`src/rtl/alu_arbiter.sv`:
```
// alu_arbiter: shares one external combinational ALU between two requesters.
//
// Round-robin arbitration between request ports 0 and 1, each with its own
// valid/ready handshake. The winning operands are registered toward the ALU.
// One cycle later the ALU result and zero flag are captured into a response
// register. That register is held on a valid/ready response port until the
// consumer takes it.
//
// Ports:
//   clk_i, rst_i                       clock (rising edge), async active-low reset
//   reqN_valid_i / reqN_ready_o        request handshake, N = 0, 1
//   reqN_src1_i, reqN_src2_i, ctrl_i   request payload
//   alu_src1_o, alu_src2_o, alu_ctrl_o registered operands/op to the ALU
//   alu_result_i, alu_zero_i           ALU outputs (captured only, never passed through)
//   rsp_valid_o / rsp_ready_i          response handshake
//   rsp_id_o, rsp_result_o, rsp_zero_o, rsp_err_o  response payload
//
// Optional feature macro ALU_ARB_PERF_EN adds perf_grant0_o, perf_grant1_o
// and perf_stall_o. These are 32-bit wrapping event counters.
//
// state | meaning
// IDLE  | no operation in flight, ready to accept
// EXEC  | operands presented to ALU, result captured at end of cycle
// RESP  | response held until rsp_ready_i; may accept the next op the same cycle

module alu_arbiter #(
    parameter int DATA_W = 32,
    parameter int CTRL_W = 4
) (
    input  logic              clk_i,
    input  logic              rst_i,
    input  logic              req0_valid_i,
    output logic              req0_ready_o,
    input  logic [DATA_W-1:0] req0_src1_i,
    input  logic [DATA_W-1:0] req0_src2_i,
    input  logic [CTRL_W-1:0] req0_ctrl_i,
    input  logic              req1_valid_i,
    output logic              req1_ready_o,
    input  logic [DATA_W-1:0] req1_src1_i,
    input  logic [DATA_W-1:0] req1_src2_i,
    input  logic [CTRL_W-1:0] req1_ctrl_i,
    output logic [DATA_W-1:0] alu_src1_o,
    output logic [DATA_W-1:0] alu_src2_o,
    output logic [CTRL_W-1:0] alu_ctrl_o,
    input  logic [DATA_W-1:0] alu_result_i,
    input  logic              alu_zero_i,
    output logic              rsp_valid_o,
    input  logic              rsp_ready_i,
    output logic              rsp_id_o,
    output logic [DATA_W-1:0] rsp_result_o,
    output logic              rsp_zero_o,
    output logic              rsp_err_o
`ifdef ALU_ARB_PERF_EN
    ,
    output logic [31:0]       perf_grant0_o,
    output logic [31:0]       perf_grant1_o,
    output logic [31:0]       perf_stall_o
`endif
);

    typedef enum logic [1:0] {
        IDLE = 2'd0,
        EXEC = 2'd1,
        RESP = 2'd2
    } state_t;

    state_t            state_q;
    logic              last_grant_q;
    logic [DATA_W-1:0] src1_q;
    logic [DATA_W-1:0] src2_q;
    logic [CTRL_W-1:0] ctrl_q;
    logic              rsp_valid_q;
    logic              rsp_id_q;
    logic [DATA_W-1:0] rsp_result_q;
    logic              rsp_zero_q;
    logic              rsp_err_q;

    logic              accept_ok;
    logic              grant_d;
    logic              accept;
    logic              op_ok;

    assign accept_ok = (state_q == IDLE) || ((state_q == RESP) && rsp_ready_i);

    // Contention goes to the port that did not win last time.
    always_comb begin
        grant_d = 1'b0;
        if (req0_valid_i && req1_valid_i) begin
            grant_d = ~last_grant_q;
        end else if (req1_valid_i) begin
            grant_d = 1'b1;
        end
    end

    // Gated by rst_i so neither port sees ready while reset is held.
    assign req0_ready_o = rst_i && accept_ok && !grant_d;
    assign req1_ready_o = rst_i && accept_ok &&  grant_d;

    assign accept = (req0_valid_i && req0_ready_o) || (req1_valid_i && req1_ready_o);

    always_comb begin
        op_ok = 1'b0;
        if ((ctrl_q == CTRL_W'(4'b0000)) || (ctrl_q == CTRL_W'(4'b0001)) ||
            (ctrl_q == CTRL_W'(4'b0010)) || (ctrl_q == CTRL_W'(4'b0110)) ||
            (ctrl_q == CTRL_W'(4'b0111))) begin
            op_ok = 1'b1;
        end
    end

    always_ff @(posedge clk_i or negedge rst_i) begin
        if (!rst_i) begin
            state_q      <= IDLE;
            last_grant_q <= 1'b1;
            src1_q       <= '0;
            src2_q       <= '0;
            ctrl_q       <= '0;
            rsp_valid_q  <= 1'b0;
            rsp_id_q     <= 1'b0;
            rsp_result_q <= '0;
            rsp_zero_q   <= 1'b0;
            rsp_err_q    <= 1'b0;
        end else begin
            if (accept) begin
                src1_q       <= grant_d ? req1_src1_i : req0_src1_i;
                src2_q       <= grant_d ? req1_src2_i : req0_src2_i;
                ctrl_q       <= grant_d ? req1_ctrl_i : req0_ctrl_i;
                rsp_id_q     <= grant_d;
                last_grant_q <= grant_d;
            end
            case (state_q)
                IDLE: begin
                    if (accept) begin
                        state_q <= EXEC;
                    end
                end
                EXEC: begin
                    // Unsupported ops report a zero result with the error flag.
                    rsp_result_q <= op_ok ? alu_result_i : '0;
                    rsp_zero_q   <= op_ok ? alu_zero_i : 1'b1;
                    rsp_err_q    <= !op_ok;
                    rsp_valid_q  <= 1'b1;
                    state_q      <= RESP;
                end
                RESP: begin
                    if (rsp_ready_i) begin
                        rsp_valid_q <= 1'b0;
                        state_q     <= accept ? EXEC : IDLE;
                    end
                end
                default: begin
                    state_q <= IDLE;
                end
            endcase
        end
    end

    assign alu_src1_o   = src1_q;
    assign alu_src2_o   = src2_q;
    assign alu_ctrl_o   = ctrl_q;
    assign rsp_valid_o  = rsp_valid_q;
    assign rsp_id_o     = rsp_id_q;
    assign rsp_result_o = rsp_result_q;
    assign rsp_zero_o   = rsp_zero_q;
    assign rsp_err_o    = rsp_err_q;

`ifdef ALU_ARB_PERF_EN
    logic [31:0] perf_grant0_q;
    logic [31:0] perf_grant1_q;
    logic [31:0] perf_stall_q;

    always_ff @(posedge clk_i or negedge rst_i) begin
        if (!rst_i) begin
            perf_grant0_q <= '0;
            perf_grant1_q <= '0;
            perf_stall_q  <= '0;
        end else begin
            if (req0_valid_i && req0_ready_o) begin
                perf_grant0_q <= perf_grant0_q + 32'd1;
            end
            if (req1_valid_i && req1_ready_o) begin
                perf_grant1_q <= perf_grant1_q + 32'd1;
            end
            if (rsp_valid_q && !rsp_ready_i) begin
                perf_stall_q <= perf_stall_q + 32'd1;
            end
        end
    end

    assign perf_grant0_o = perf_grant0_q;
    assign perf_grant1_o = perf_grant1_q;
    assign perf_stall_o  = perf_stall_q;
`endif

endmodule

```
`config.mk`:
```
export PLATFORM = sky130hd
export DESIGN_NAME = alu_arbiter
export DESIGN_NICKNAME = d
export VERILOG_FILES = /design/src/rtl/alu_arbiter.sv
export SDC_FILE = /design/constraint.sdc
export NUM_CORES = 1
export LEC_CHECK = 0
export BUFFER_PORTS_ARGS = -buffer_cell sky130_fd_sc_hd__buf_2
export CORE_MARGIN = 4
export CORE_UTILIZATION = 43
export CTS_CLUSTER_DIAMETER = 120
export DETAILED_ROUTE_END_ITERATION = 8
export PLACE_DENSITY = 0.9
export SYNTH_ARGS = -nofsm -noshare
export SYNTH_HDL_FRONTEND = slang
export SYNTH_SLANG_ARGS = --single-unit
export TNS_END_PERCENT = 50
```
`constraint.sdc`:
```
create_clock -name clk_i -period 1.7 [get_ports clk_i]
set_input_delay 0.085 -clock clk_i [delete_from_list [all_inputs] [get_ports clk_i]]
set_output_delay 0.085 -clock clk_i [all_outputs]
set_load 0.05 [all_outputs]
```
==> flow_metrics.py <==
metrics = {
    "timing": {
        "finalHoldViolCount": 0,
        "period_minus_slack_ns": 1.787,
        "setup_viol": 1,
        "drv_slew": 0,
        "max_freq_mhz": 559.5,
        "maxSlewHeadroom": 0.4144,
        "fin_worst_skew_ns": 0.007460,
        "fin_crit_sh": 1.051,
        "rsz0062_at_grt": "true",
        "layout_setup_ws_ns": -0.08725,
        "holdWs_ns": 0.02228,
        "worstMarginPinSlew_ns": 0.8771,
    },
    "setup_path": {
        "worstPathArrival_ns": 1.70,
        "end_kind": "primary output",
        "path_class": "register to primary output",
        "slowest_stage": "dfstp_2",
        "worstRegToRegCells": 6,
        "rr_startpoint": "last_grant_q",
        "worst_r2r_endpoint": "alu_src2_o[2]",
        "crit_path_max_fanout": 12,
        "cp-startpoint": "last_grant_q",
        "slowest_delay_ns": 0.62,
        "startpoint_type": "register",
        "r2r_setup_slack_ns": 0.06,
        "endpoint": "req0_ready_o",
        "cp.required_ns": 1.62,
        "path_cells": "buf_6 > a21bo_4 > buf_12 > and2_4 > buf_8",
    },
    "cts": {
        "cts_buffer_depth": 2,
        "clkSinkCount": 107,
        "post-cts-setup-buffers": 0,
        "cts_root_buf": "clkbuf_8",
        "cts_buffers": 9,
        "cts_tree": "yes",
        "htree_levels": 3,
        "clock_latency_ns": 0.36,
        "clk_pin_slew_ns": 0.09,
    },
    "routing": {
        "drc": 0,
        "via_count": 4506,
        "first_pass_iters": 4,
        "totalWireLength_um": 15780,
        "vias_per_cell": 5.711,
        "antenna_left": 0,
        "drt-initial-drc-count": 309,
        "detail_route.wl_per_cell_um": 20.00,
    },
    "power": {
        "power_density_mw_per_mm2": 1555,
        "p_leak_nw": 3.230,
        "irDropWorstVdd_mv": 0.9196,
    },
    "logic_synthesis": {
        "synth_mux_area_frac": 0,
        "yosys.area_share.adder": 0,
        "synthXorXnorAreaFrac": 0,
        "synthCells": 351,
        "synthSimpleGateAreaFrac": 0.02226,
        "synthFlopType": "dfrtp_1",
        "synth_top_area_share": 0.5827,
        "synth_edf_count": 0,
        "synth_top_cell_by_area": "dfrtp_1",
        "avgSynthCellArea_um2": 12.97,
        "synthTopCellsByArea": "dfrtp_1 58%, a2bb2oi_1 13%, o32ai_1 13%",
        "yosysMostFrequentCell": "dfrtp_1",
        "synthesis.area_mm2": 0.004552,
        "synthDistinctLibCells": 25,
        "synth_nets": 525,
        "synth_top_family_by_area": "compound AO/OA/AOI/OAI gates",
        "ys_warn_count": 0,
        "synth_compound_area_frac": 0.3392,
        "synth.ff_latch_count": 107,
        "synth_commonest_cells": "106 x dfrtp_1, 68 x a2bb2oi_1, 68 x o32ai_1",
        "synthArstFlopShare": 1.000,
        "synth-seq-area-share": 0.5885,
    },
    "flow_run": {
        "maxCapViolCount": 0,
    },
    "grt": {
        "antenna_found_initial": 0,
        "grt_usage": 0.2460,
        "met3_usage": 0.05950,
        "overflow": 0,
        "busiest_layer": "met2",
        "grt_use_met1": 0.2936,
        "grt_start_max_net_pins": 108,
        "grtUsageMet2": 0.4361,
        "grt_pass1_wl_um": 24700,
        "grt_pass1_vias": 4745,
    },
    "placement": {
        "post-dp-hpwl_um": 10870,
        "dp_worst_setup_slack_ns": -0.2330,
        "io_buffers": 279,
        "finalWeightedCongestion": 0.8653,
    },
    "die": {
        "ios": 280,
        "die_h_um": 110.9,
        "start_util": 0.4409,
        "dieArea_mm2": 0.01230,
        "core_mm2": 0.01032,
        "die_w_um": 110.9,
        "rows": 37,
    },
    "run_status": {
        "violations": "negative setup slack",
        "status": "finished, violations left",
    },
    "cells_and_area": {
        "final_util": 0.6536,
        "drive_gt1_frac": 0.4916,
        "antenna_cells": 0,
        "finish.net_count": 822,
        "syn2layout_area_growth_pct": 48.24,
    },
    "hold_path": {
        "hold_path_class": "input pin to register",
    },
}
area by class of cell:
class	instances	area (um^2)
Multi-Input combinational cell	195	1699
Timing Repair Buffer	329	1983
Fill cell	751	3576
Sequential cell	107	2679
Inverter	6	22.52
Clock inverter	5	52.55
Tap cell	136	170.2
Clock buffer	11	141.4
power breakdown:
| part | total, W | leakage [nW] | internal, W | switching (W) |
|---|---|---|---|---|
| sequential | 0.00372 | 1.25 | 0.00325 | 0.000474 |
| clock | 0.00153 | 0.0991 | 0.000715 | 0.000819 |
| combinational | 0.00523 | 1.89 | 0.00154 | 0.00369 |
sequential cells by signal, summed over array words and instances (netlist names):
signal and cells:
rsp_zero_o 1, alu_src2_o 32, rsp_valid_o 1, state_q 2
alu_src1_o 32, rsp_result_o 32, alu_ctrl_o 4, rsp_err_o 1
rsp_id_o 1, last_grant_q 1
layer usage:
metal  wire length [um]  up-vias
met2               8124      220
li1                   -     2030
met1               6135     2226
met5                  0        -
met3               1183       30
met4                338        0
timing repair:
action | in CTS | in global routing
cloned | 2 | 0
gates resized for setup | 12 | 4
setup endpoints to repair | 37 | 31
pin swaps | 1 | 0
hold buffers | 34 | 0
endpoints found under the hold margin | 139 | 0
critical path: cells and delay by family, from the launching register on:
family / cells / cell delay, ns
buffers and inverters: 3 / 0.41
AND/OR/NAND/NOR: 1 / 0.16
AO/OA/AOI/OAI: 1 / 0.16
flip-flops: 1 / 0.62
through the flow:
step                std cells  cell area, um^2  total power [W]  setup TNS [ns]
detailed placement        737             6112         0.008806          -3.908
global route              789             6748          0.01089         -0.2177
CTS                       789             6730          0.01048          -1.095
floorplan                 351             4552         0.007363               0
global placement          737             6112         0.008678          -2.134
finish                    789             6748          0.01049        -0.08725
worst min-delay path by stage:
stage | from | endpoint | slack, ns | cells past startpoint
floorplan | rst_i | alu_ctrl_o[0] | -0.21 | 0
global placement | rst_i | alu_src2_o[13] | 0.20 | 2
detailed placement | rst_i | alu_src2_o[1] | 0.22 | 2
CTS | req1_src1_i[15] | alu_src1_o[15] | 0.007 | 3
global route | req1_src2_i[4] | alu_src2_o[4] | 0.01 | 3
finish | req1_src1_i[15] | alu_src1_o[15] | 0.02 | 3
placed cells by master, fill, tap and decap left out, drive strengths merged:
master	count
buf	294
clkbuf	11
bufinv	1
o22ai	1
o21ai	2
dfstp	1
dlygate4sd3	34
a22o	32
nor2b	4
clkinvlp	1
a2bb2oi	68
a2111oi	1
o2bb2ai	1
a21bo	1
bufbuf	1
nor2	7
and2	1
dfrtp	106
nand2b	3
a21oi	2
inv	6
and3b	1
clkinv	3
nor3	2
o32ai	68
or2b	1
kinds of logic after synthesis:
family / Yosys count
AOI/OAI and AO/OA: 176
DFF: 107
buffers and inverters: 50
and+or+nand+nor: 18
(Power assumes the default switching activity.)
